### config.mk
export PLATFORM = sky130hd
export DESIGN_NAME = data_island_packet_serializer
export DESIGN_NICKNAME = d
export VERILOG_FILES = /design/src/rtl/data_island_packet_serializer.sv
export SDC_FILE = /design/constraint.sdc
export NUM_CORES = 1
export LEC_CHECK = 0
export BUFFER_PORTS_ARGS = -buffer_cell sky130_fd_sc_hd__buf_2
export CORE_MARGIN = 5
export CORE_UTILIZATION = 65
export CTS_CLUSTER_SIZE = 8
export DETAILED_ROUTE_END_ITERATION = 6
export GPL_TIMING_DRIVEN = 1
export PLACE_DENSITY_LB_ADDON = 0.08
export SYNTH_ARGS = -nofsm -noshare
export SYNTH_HDL_FRONTEND = slang
export SYNTH_SLANG_ARGS = --single-unit
### constraint.sdc
create_clock -name clk_pixel -period 4.7 [get_ports clk_pixel]
set_input_delay 0 -clock clk_pixel [delete_from_list [all_inputs] [get_ports clk_pixel]]
set_output_delay 0 -clock clk_pixel [all_outputs]
set_load 0.05 [all_outputs]
### src/rtl/data_island_packet_serializer.sv
// HDMI data-island packet serializer: header + four subpackets with BCH parity, one 9-bit word per pixel clock.
// Optional ignored-start detection is built when DATA_ISLAND_SERIALIZER_OVERRUN_EN is defined.
module data_island_packet_serializer (
  input  logic         clk_pixel,
  input  logic         reset_n,
  input  logic         start,
  input  logic [23:0]  header,
  input  logic [223:0] sub,
  output logic [8:0]   packet_data,
  output logic         busy,
  output logic         last,
  output logic         overrun
);

  typedef enum logic {IDLE = 1'b0, SEND = 1'b1} state_t;

  state_t           state_reg, state_next;
  logic [4:0]       k_reg, k_next;
  logic             accept;
  logic             send_next;
  logic [31:0]      hframe_reg, hframe_next;
  logic [3:0][63:0] lane_reg, lane_next;
  logic [8:0]       data_reg, data_next;
  logic             busy_reg, last_reg;

  // BCH G(x)=1+x^6+x^7+x^8 over the first nbits of d, LSB first.
  function automatic logic [7:0] bch_ecc(input logic [55:0] d, input int nbits);
    logic [7:0] e;
    logic       fb;
    e = 8'h00;
    for (int i = 0; i < 56; i++) begin
      if (i < nbits) begin
        fb = d[i] ^ e[0];
        e  = {1'b0, e[7:1]} ^ (fb ? 8'h83 : 8'h00);
      end
    end
    return e;
  endfunction

  always_comb begin
    state_next = state_reg;
    k_next     = k_reg;
    accept     = 1'b0;
    case (state_reg)
      IDLE: begin
        if (start) accept = 1'b1;
      end
      SEND: begin
        if (k_reg == 5'd31) begin
          if (start) accept = 1'b1;
          else       state_next = IDLE;
        end else begin
          k_next = k_reg + 5'd1;
        end
      end
      default: state_next = IDLE;
    endcase
    if (accept) begin
      state_next = SEND;
      k_next     = 5'd0;
    end
  end

  assign send_next = (state_next == SEND);

  // Parity is precomputed at latch time so each frame is just data followed by its ECC.
  assign hframe_next = accept ? {bch_ecc({32'd0, header}, 24), header} : hframe_reg;
  assign data_next[0] = send_next & hframe_next[k_next];

  generate
    for (genvar gi = 0; gi < 4; gi++) begin : g_lane
      logic [55:0] sub_slice;
      assign sub_slice          = sub[gi*56 +: 56];
      assign lane_next[gi]      = accept ? {bch_ecc(sub_slice, 56), sub_slice} : lane_reg[gi];
      assign data_next[1 + gi]  = send_next & lane_next[gi][{k_next, 1'b0}];
      assign data_next[5 + gi]  = send_next & lane_next[gi][{k_next, 1'b1}];
    end
  endgenerate

  always_ff @(posedge clk_pixel or negedge reset_n) begin
    if (!reset_n) begin
      state_reg  <= IDLE;
      k_reg      <= 5'd0;
      hframe_reg <= 32'd0;
      lane_reg   <= '0;
      data_reg   <= 9'd0;
      busy_reg   <= 1'b0;
      last_reg   <= 1'b0;
    end else begin
      state_reg  <= state_next;
      k_reg      <= k_next;
      hframe_reg <= hframe_next;
      lane_reg   <= lane_next;
      data_reg   <= data_next;
      busy_reg   <= send_next;
      last_reg   <= send_next && (k_next == 5'd31);
    end
  end

  assign packet_data = data_reg;
  assign busy        = busy_reg;
  assign last        = last_reg;

`ifdef DATA_ISLAND_SERIALIZER_OVERRUN_EN
  logic overrun_reg;

  always_ff @(posedge clk_pixel or negedge reset_n) begin
    if (!reset_n) overrun_reg <= 1'b0;
    else          overrun_reg <= overrun_reg | (start && (state_reg == SEND) && (k_reg != 5'd31));
  end

  assign overrun = overrun_reg;
`else
  assign overrun = 1'b0;
`endif

endmodule

Yosys cells after proc, flatten, opt, wreduce, memory -nomap -nowiden
Index checks and enable logic that the tools add are counted.
- word-level logic and storage cells: 792
- register bits after elaboration: 304
- output and inout bits: 12
- bitwise gates (word level): 496
- equal/unequal tests: 2
- $add $sub $neg: 1
- magnitude comparators: 3
- multiplexer cells: 280
- reductions and logical operators: 1
- operators by type and width (cell ; count):
    8-bit 2-to-1 mux ; 248
    7-bit by 8-bit XOR with 8-bit output ; 243
    64-bit 2-to-1 mux ; 4
    1-bit XOR ; 243
    1-bit binary-select mux with 5-bit select ; 9
    32-bit 2-to-1 mux ; 1
    5-bit 2-to-1 mux ; 3
    6-bit by 7-bit < comparator with 1-bit output, second input constant ; 2
    1-bit 2-to-1 mux ; 14
    5-bit equality test, second input constant ; 2
    1-bit AND ; 9
    5-bit by 6-bit < comparator with 1-bit output, second input constant ; 1
    5-bit by 1-bit adder with 5-bit output, second input constant ; 1
    1-bit case mux with 2 select lines ; 1
    1-bit logical AND ; 1
    1-bit NOT ; 1

Depth between registers and ports, before layout
Gate-level depths: netlist of the first run.
- depth after elaboration: 170
- mapped depth: 16
- mapped depth without buffers: 13

Worst setup path after synthesis of the first run
OpenSTA, ideal clock, no wires.
- path kind: input to register
- from: input sub[171]
- to: register data_reg[8] (netlist: packet_data[8])
- buffers on the path: 1
- setup time: 0.128 ns
- stages: 12
- arrival time: 3.755 ns
- slack: 0.818 ns
- data required time: 4.572 ns
- cells stage by stage: buf_4 > xnor3_1 > xnor2_1 > xnor3_2 > xnor3_1 > xnor2_1 > xnor3_1 > xnor3_2 > xnor3_1 > mux2_4 > o311ai_2 > a21oi_1
- RTL lines (item ; line ; RTL):
    start, declared ; 8 ; input logic [223:0] sub,
    end signal, assigned ; 94 ; data_reg <= data_next;
    end, declared ; 23 ; logic [8:0] data_reg, data_next;

==> flow_summary.json, run 1 <==
{
  "worstHoldPathType": "input pin to async pin",
  "fp.dieW_um": 194,
  "clock_sink_count": 304,
  "yosys-top-cells-area": "dfrtp_1 (35%), xnor3_1 (15%), nand2_1 (14%)",
  "slew_viol_final": 0,
  "tritoncts.num_buffers": 44,
  "final.setup.tns_ps": 0,
  "cap_viol_max_count": 0,
  "crit_required_ps": 5080,
  "largest_reg_flops": 256,
  "grt.total_usage": 0.358,
  "starting_density_of_the_core": 0.656,
  "timing.slew.headroom": 0.349,
  "viasPerCell": 5.92,
  "clock-root-buffer": "clkbuf_16",
  "antenna_found_initial": 4,
  "grt_setup_unrepaired": "no",
  "post-route-util": 0.820,
  "place_congestion": 0.892,
  "synthesis.area_um2": 22000,
  "setup.reg_to_reg.worst_slack_ps": 870,
  "yosys_warnings": 0,
  "worst_setup_path_startpoint": "sub[169]",
  "cts_post_setup_buffers_inserted": 0,
  "io_buffers": 261,
  "detailedRoute.firstPassIterationCount": 7,
  "synthesis.nets": 2523,
  "timing.critical_path.from_type": "input pin",
  "failed_checks": "design-rule violations",
  "design.die.area_um2": 37600,
  "run_status": "finished, violations left",
  "via_count": 18900,
  "grt_max_degree": 122,
  "synthFlopType": "dfrtp_1",
  "globalRoute.totalOverflow": 0,
  "worst_ep_arrival_time_ps": 4870,
  "synth_area_per_cell_um2": 9.67,
  "final_hold_viol_count": 0,
  "netlist_instances": 2271,
  "drtIter0Drc": 1825,
  "core_area_um2": 33400,
  "post_synthesis_async_set_or_reset_flop_share": 1.00,
  "final.min_clock_period_ps": 4490,
  "wl_per_cell_um": 21.3,
  "worstSkewPairLatency_ps": 530,
  "post-route-period-util": 0.956,
  "r2r_end": "packet_data[4]",
  "worst-setup-path-type": "input pin to flop",
  "synthTopCellsByCount": "nand2_1 (798), dfrtp_1 (304), xnor2_1 (296), xnor3_1 (142), xor2_1 (116)",
  "post-synth-top-count-cell": "nand2_1",
  "ioPinCount": 263,
  "synth.lib_cells_used.distinct": 63,
  "cts_tree": "built",
  "crit_path_end_kind": "flop",
  "synth_top_cell_area_share": 0.346,
  "post_cts_resized": 0,
  "nets": 2989,
  "worst_r2r_path_depth": 11,
  "syn2layout_area_growth_pct": 24.9,
  "dpl.hpwl_mm": 44.1,
  "synth_sequential_area_ratio": 0.346,
  "cts.clk_slew.worst_paths_ps": 50,
  "setup_viol_count_final": 0,
  "layout-drive-gt1-share": 0.158,
  "drt_wl_total_mm": 68.1,
  "die_h_um": 194,
  "postSynthRegisterBits": 304,
  "worst_pin_slew_ps": 976,
  "clock_skew_ps": 14.0,
  "synth_area_leader_cell": "dfrtp_1",
  "h_tree_level_count": 2,
  "regToRegStartpoint": "k_reg[1]",
  "synth-edff-count": 0,
  "crit_fanout": 4,
  "fmaxAchievable_ghz": 0.222,
  "detailed_route_drc_error_count": 4,
  "max-clock-path-buffers": 3,
  "global_route_wire_length_before_repair_mm": 108,
  "first_global_vias": 19600,
  "std_cell_rows": 67,
  "antenna_left": 0
}
==> cells in the final DEF, fill, tap and decap left out, drive strengths merged, types with 3 or more instances in the layout <==
master	n
o221ai	5
xor2	120
nor4	3
nand2b	8
a21oi	46
mux2	43
a221oi	4
diode	4
xor3	17
xnor3	156
o311ai	3
o21ai	53
nor2	71
dfrtp	304
nand2	798
a311o	23
dlygate4sd3	250
clkinv	3
a211oi	22
a311oi	40
buf	295
o2111ai	3
o211ai	20
clkbuf	46
a22oi	3
mux2i	18
nor3	8
or2	4
a31oi	12
o22ai	8
nand3	11
a21o	4
xnor2	307
inv	7
==> routing by layer <==
layer,routed length [µm],global-route usage,part of all wire,vias to the layer above
met5,7,0,0.00010,-
met4,3510,0.163,0.051,2
met3,5690,0.0626,0.084,240
li1,-,-,-,8457
met2,32400,0.580,0.48,1061
met1,26500,0.476,0.39,9146
==> per-stage QoR <==
stage	hold slack [ps]	worst slack, ps	instances	cell area (µm²)
after floorplan	-296	818	2271	22000
after global placement	128	641	2889	23800
after detailed placement	127	453	2889	23800
after CTS	174	397	3187	27400
after global routing	199	127	3190	27400
final	88.5	205	3191	27400
==> critical path, stage by stage <==
cell	delay [ps]
dlygate4sd3_1	550
buf_2	160
xnor3_1	520
xnor2_1	330
xnor3_2	590
xnor3_1	500
xnor2_1	360
xnor3_1	470
xnor3_2	430
xnor3_1	340
mux2_4	280
o311ai_2	230
a21oi_1	110
==> how the worst max path moves through the flow <==
stage | to | slack, ps
final | packet_data[8] | 210
after global routing | packet_data[8] | 130
after CTS | packet_data[8] | 400
after detailed placement | packet_data[8] | 450
after global placement | packet_data[8] | 640
after floorplan | packet_data[8] | 820
==> cell type report <==
| class | instances | area [µm²] |
|---|---|---|
| clock buffer | 46 | 1140 |
| clock inverter | 2 | 10.0 |
| timing repair buffer | 545 | 4190 |
| fill | 2003 | 6030 |
| antenna | 4 | 10.0 |
| sequential | 304 | 7610 |
| multi-input combinational | 1834 | 13900 |
| inverter | 8 | 32.5 |
| tap | 448 | 561 |
==> logic make-up after synthesis <==
kind of cell    count (synthesis)  synth area share
compound gates                258            0.0828
simple gates                  912             0.160
flops                         304             0.346
mux                            62            0.0315
other cells                     1          0.000171
fa+ha+maj                       1          0.000570
buf+inv                       133            0.0235
xor+xnor                      600             0.355
==> repair_timing <==
action,4_1_cts,5_1_grt
hold buffers,250,0
setup endpoints to repair,0,0
hold endpoints to repair,366,0
Power of run 1 is not shown: default switching activity piles up to over one toggle a cycle in this logic, so the estimate is an artifact.
==> run 2: changes to the inputs <==
Settings changed: GPL_ROUTABILITY_DRIVEN set to 1, MAX_ROUTING_LAYER set to met4.
==> run 2 against run 1 <==
Effect of this change:
- the run now ends clean
- first-iteration DRC count up 1.8%
- register-to-register slack better by 70 ps
- global-route usage up 0.52 points
- worst hold slack worse by 32 ps
- die area unchanged
- utilization about the same
- via count down 0.89%
- clock-buffer cell count up 2
- critical path depth unchanged
- fmax up 3.3%
- critical endpoint unchanged
==> flow_summary.json, run 2 (same netlist as run 1, synthesis figures left out) <==
{
  "run_status": "complete, no violations",
  "fmaxAchievable_ghz": 0.230,
  "critical_path.slowest_cell": "dlygate4sd3_1",
  "viasPerCell": 5.88,
  "final.setup.tns_ps": 0,
  "final.min_clock_period_ps": 4350,
  "max-clock-path-buffers": 3,
  "grt.total_usage": 0.363,
  "worstSkewPairLatency_ps": 530,
  "final_hold_viol_count": 0,
  "slew_viol_final": 0,
  "first_global_vias": 19500,
  "wl_per_cell_um": 21.1,
  "grt_max_degree": 122,
  "detailedRoute.firstPassIterationCount": 6,
  "timing.slew.headroom": 0.444,
  "drtIter0Drc": 1858,
  "largest_reg_flops": 256,
  "core_area_um2": 33400,
  "nets": 2984,
  "tritoncts.num_buffers": 44,
  "clock_skew_ps": 17.6,
  "crit_required_ps": 5090,
  "io_buffers": 261,
  "h_tree_level_count": 2,
  "worst_pin_slew_ps": 834,
  "worst-setup-path-type": "input pin to flop",
  "post-route-period-util": 0.925,
  "worst_ep_arrival_time_ps": 4740,
  "antenna_found_initial": 2,
  "timing.critical_path.from_type": "input pin",
  "most_frequent_standard_cell_in_the_layout_excluding_fill_and_tap_cells": "nand2_1",
  "global_route_wire_length_before_repair_mm": 107,
  "layout.filler_cells": 2031,
  "ioPinCount": 263,
  "cts.clk_slew.worst_paths_ps": 50,
  "grt_setup_unrepaired": "no",
  "dpl.hpwl_mm": 43.7,
  "std_cell_rows": 67,
  "cap_viol_max_count": 0,
  "fp.dieW_um": 194,
  "globalRoute.totalOverflow": 0,
  "clock_sink_count": 304,
  "die_h_um": 194,
  "detailed_route_drc_error_count": 0,
  "cp_cell_sequence": "dlygate4sd3_1 > buf_2 > xnor3_1 > xnor2_1 > xnor3_2 > xnor3_1 > xnor2_1 > xnor3_2 > xnor3_2 > xnor3_1 > mux2_4 > o311ai_2 > a21oi_1",
  "critPathMaxStageDelay_ps": 550,
  "crit_fanout": 4,
  "clock-root-buffer": "clkbuf_16",
  "setup_viol_count_final": 0,
  "mostFrequentLayoutCells": "nand2_1 (797), dfrtp_1 (304), xnor2_1 (296)",
  "design.die.area_um2": 37600,
  "cts_tree": "built",
  "starting_density_of_the_core": 0.656,
  "syn2layout_area_growth_pct": 24.9,
  "worstHoldPathType": "input pin to async pin",
  "post_cts_resized": 0,
  "antenna_left": 0,
  "crit_path_end_kind": "flop",
  "place_congestion": 0.937,
  "via_count": 18700,
  "drt_wl_total_mm": 67.3,
  "layout-drive-gt1-share": 0.156
}
## run 2: cell types whose count changed in the layout (fill, tap and decap cells not counted), sizes merged
cell	delta
clkbuf	+2
bufinv	+1
diode	-1
buf	-5
clkinv	-2
inv	+2
## run 2: path summary, 6_finish.rpt
kind / start / end / slack (ps) / cells past startpoint
setup / recovery: sub[169] / packet_data[8] / 350 / 13
setup reg to reg: k_reg[1] / packet_data[6] / 940 / 13
min in group clk_pixel: sub[156] / lane_reg[172] / 260 / 4
hold reg to reg: lane_reg[46] / lane_reg[46] / 460 / 2
max in group asynchronous: reset_n / lane_reg[169] / 3420 / 3
hold / removal: reset_n / lane_reg[77] / 60 / 2
## run 2: through the flow
| step | worst slack, ps | util | area [µm²] | cells | hold slack, ps |
|---|---|---|---|---|---|
| after global placement | 636 | 0.709 | 23700 | 2884 | 58.9 |
| after floorplan | 818 | - | 22000 | 2271 | -296 |
| after global routing | 225 | 0.820 | 27400 | 3187 | 139 |
| after CTS | 449 | 0.820 | 27400 | 3185 | 92.8 |
| after detailed placement | 464 | 0.709 | 23700 | 2884 | 55.1 |
| final | 350 | 0.820 | 27400 | 3188 | 56.7 |
## run 2: worst max-delay path, delay by kind of cell
| family | cells | cell delay, ps |
|---|---|---|
| muxes | 1 | 270 |
| buffers and inverters | 2 | 720 |
| AOI/OAI and AO/OA | 2 | 310 |
| xor gates and xnor gates | 8 | 3420 |
## run 2: cell type report
type / count / area [µm²] / area share
multi-input cells: 1834 / 13900 / 0.506
flip-flops and latches: 304 / 7610 / 0.277
repair buffers: 540 / 4150 / 0.151
clock buffers: 48 / 1150 / 0.0418
well taps: 448 / 561 / 0.0204
clock inverters: 3 / 47.5 / 0.00173
inverters: 8 / 32.5 / 0.00119
diodes: 3 / 7.51 / 0.000274
## run 2: metal layers
metal  wire (µm)  GRT usage  share of wire  up-vias
li1            -          -              -     8455
met1       27100      0.477           0.40     9127
met2       32600      0.587           0.48      948
met3        5160     0.0572          0.077      208
met4        2460      0.118          0.037        0
met5           0          -              0        -
## run 2: timing repair
item | in CTS | in global routing
hold buffers | 250 | 0
setup buffers | 0 | 0
hold endpoints to repair | 342 | 0
Power of run 2 is left out for the same reason.
==> run 3: changes to the inputs <==
Settings changed: CORE_UTILIZATION 65 to 45.
==> run 3 against run 2 <==
Effect of this change:
- die area is 42% higher
- first-iteration DRC count shrank 37%
- global-route usage fell by 10 points
- worst hold slack got worse by 1.9 ps
- utilization is 25 points lower
- clock skew fell by 4.9 ps
- largest cell class unchanged
- highest routed layer unchanged
==> flow_summary.json, run 3 (same netlist as run 1, synthesis figures left out) <==
{
  "mostFrequentLayoutCells": "nand2_1 (797), dfrtp_1 (304), xnor2_1 (296)",
  "grt_max_degree": 122,
  "fp.dieW_um": 231,
  "h_tree_level_count": 2,
  "clock_sink_count": 304,
  "worst-setup-path-type": "input pin to flop",
  "globalRoute.totalOverflow": 0,
  "critPathMaxStageDelay_ps": 540,
  "dpl.hpwl_mm": 46.6,
  "detailed_route_drc_error_count": 0,
  "worst_ep_arrival_time_ps": 4660,
  "nets": 2982,
  "starting_density_of_the_core": 0.451,
  "die_h_um": 231,
  "largest_reg_flops": 256,
  "grt_setup_unrepaired": "no",
  "core_area_um2": 48600,
  "max-clock-path-buffers": 3,
  "wl_per_cell_um": 20.4,
  "grt.total_usage": 0.261,
  "via_count": 17800,
  "most_frequent_standard_cell_in_the_layout_excluding_fill_and_tap_cells": "nand2_1",
  "antenna_left": 0,
  "crit_fanout": 5,
  "clock-root-buffer": "clkbuf_16",
  "slew_viol_final": 0,
  "cts.clk_slew.worst_paths_ps": 50,
  "worstHoldPathType": "input pin to async pin",
  "final.min_clock_period_ps": 4240,
  "final_hold_viol_count": 0,
  "ioPinCount": 263,
  "setup_viol_count_final": 0,
  "cts_tree": "built",
  "critical_path.slowest_cell": "xnor3_2",
  "design.die.area_um2": 53300,
  "std_cell_rows": 81,
  "layout-drive-gt1-share": 0.156,
  "run_status": "complete, no violations",
  "worstSkewPairLatency_ps": 560,
  "antenna_found_initial": 1,
  "crit_required_ps": 5120,
  "fmaxAchievable_ghz": 0.236,
  "viasPerCell": 5.29,
  "io_buffers": 261,
  "post-route-period-util": 0.902,
  "crit_path_end_kind": "flop",
  "tritoncts.num_buffers": 44,
  "drt_wl_total_mm": 68.6,
  "cp_cell_sequence": "dlygate4sd3_1 > buf_2 > xnor3_2 > xnor3_2 > xnor2_2 > xnor3_2 > xnor2_1 > xnor3_2 > xnor3_2 > xnor3_1 > mux2_4 > o311ai_2 > a21oi_1",
  "place_congestion": 0.897,
  "post_cts_resized": 0,
  "detailedRoute.firstPassIterationCount": 6,
  "cpMostUsedCell": "xnor3_2",
  "first_global_vias": 18400,
  "layout.filler_cells": 4293,
  "area_of_the_multi_input_gates_um2": 13900,
  "timing.critical_path.from_type": "input pin",
  "clock_skew_ps": 12.7,
  "timing.slew.headroom": 0.386,
  "seq_area_um2": 7610,
  "global_route_wire_length_before_repair_mm": 107,
  "final.setup.tns_ps": 0,
  "worst_pin_slew_ps": 920,
  "cap_viol_max_count": 0,
  "drtIter0Drc": 1164,
  "syn2layout_area_growth_pct": 25.9
}
run 3: cell count changes in the layout (fill, tap and decap cells not counted), sizes merged:
cell    before  now
buf        290  288
bufinv       1    0
clkbuf      48   51
diode        3    1
inv          9   10
clkinv       1    0
run 3: final timing paths:
kind / startpoint / end / slack, ps / depth (start not counted)
max in group asynchronous: reset_n / lane_reg[54] / 3520 / 3
setup / recovery: sub[177] / packet_data[8] / 460 / 13
hold / removal: reset_n / lane_reg[71] / 50 / 2
setup reg to reg: k_reg[0] / packet_data[6] / 1010 / 12
min in group clk_pixel: sub[156] / lane_reg[172] / 230 / 4
hold reg to reg: lane_reg[243] / lane_reg[243] / 460 / 2
run 3: through the flow:
| stage | hold slack (ps) | std cells | area (µm²) | utilization | worst slack [ps] |
|---|---|---|---|---|---|
| detailed placement | 97.0 | 3056 | 23900 | 0.492 | 485 |
| finish | 54.8 | 3360 | 27600 | 0.568 | 462 |
| global placement | 96.6 | 3056 | 23900 | 0.492 | 593 |
| global route | 139 | 3360 | 27600 | 0.568 | 319 |
| floorplan | -296 | 2271 | 22000 | - | 818 |
| CTS | 97.4 | 3359 | 27600 | 0.568 | 503 |
run 3: final cells by class:
cell class                 count  share of cell area
inverter                       8             0.00118
clock inverter                 2            0.000634
clock buffer                  51              0.0423
tap                          622              0.0282
timing repair buffer         538               0.150
sequential                   304               0.275
antenna                        1           0.0000905
multi-input combinational   1834               0.502
run 3: repair_timing:
action	CTS	global route
buffers inserted	0	0
hold endpoints to repair	352	0
hold buffers	250	0
run 3: worst max-delay path: cells and delay by family:
family / cells / cell delay, ps
muxes: 1 / 270
xor gates and xnor gates: 8 / 3360
buffers and inverters: 2 / 700
AOI/OAI and AO/OA: 2 / 320
run 3: per-layer routing:
layer  part of all wire  vias up  global-route usage
li1                   -     8444                   -
met1               0.46     8685               0.361
met2               0.47      507               0.413
met3              0.045      126              0.0330
met4              0.026        0              0.0693
met5                  0        -                   -
Power of run 3 is left out for the same reason.
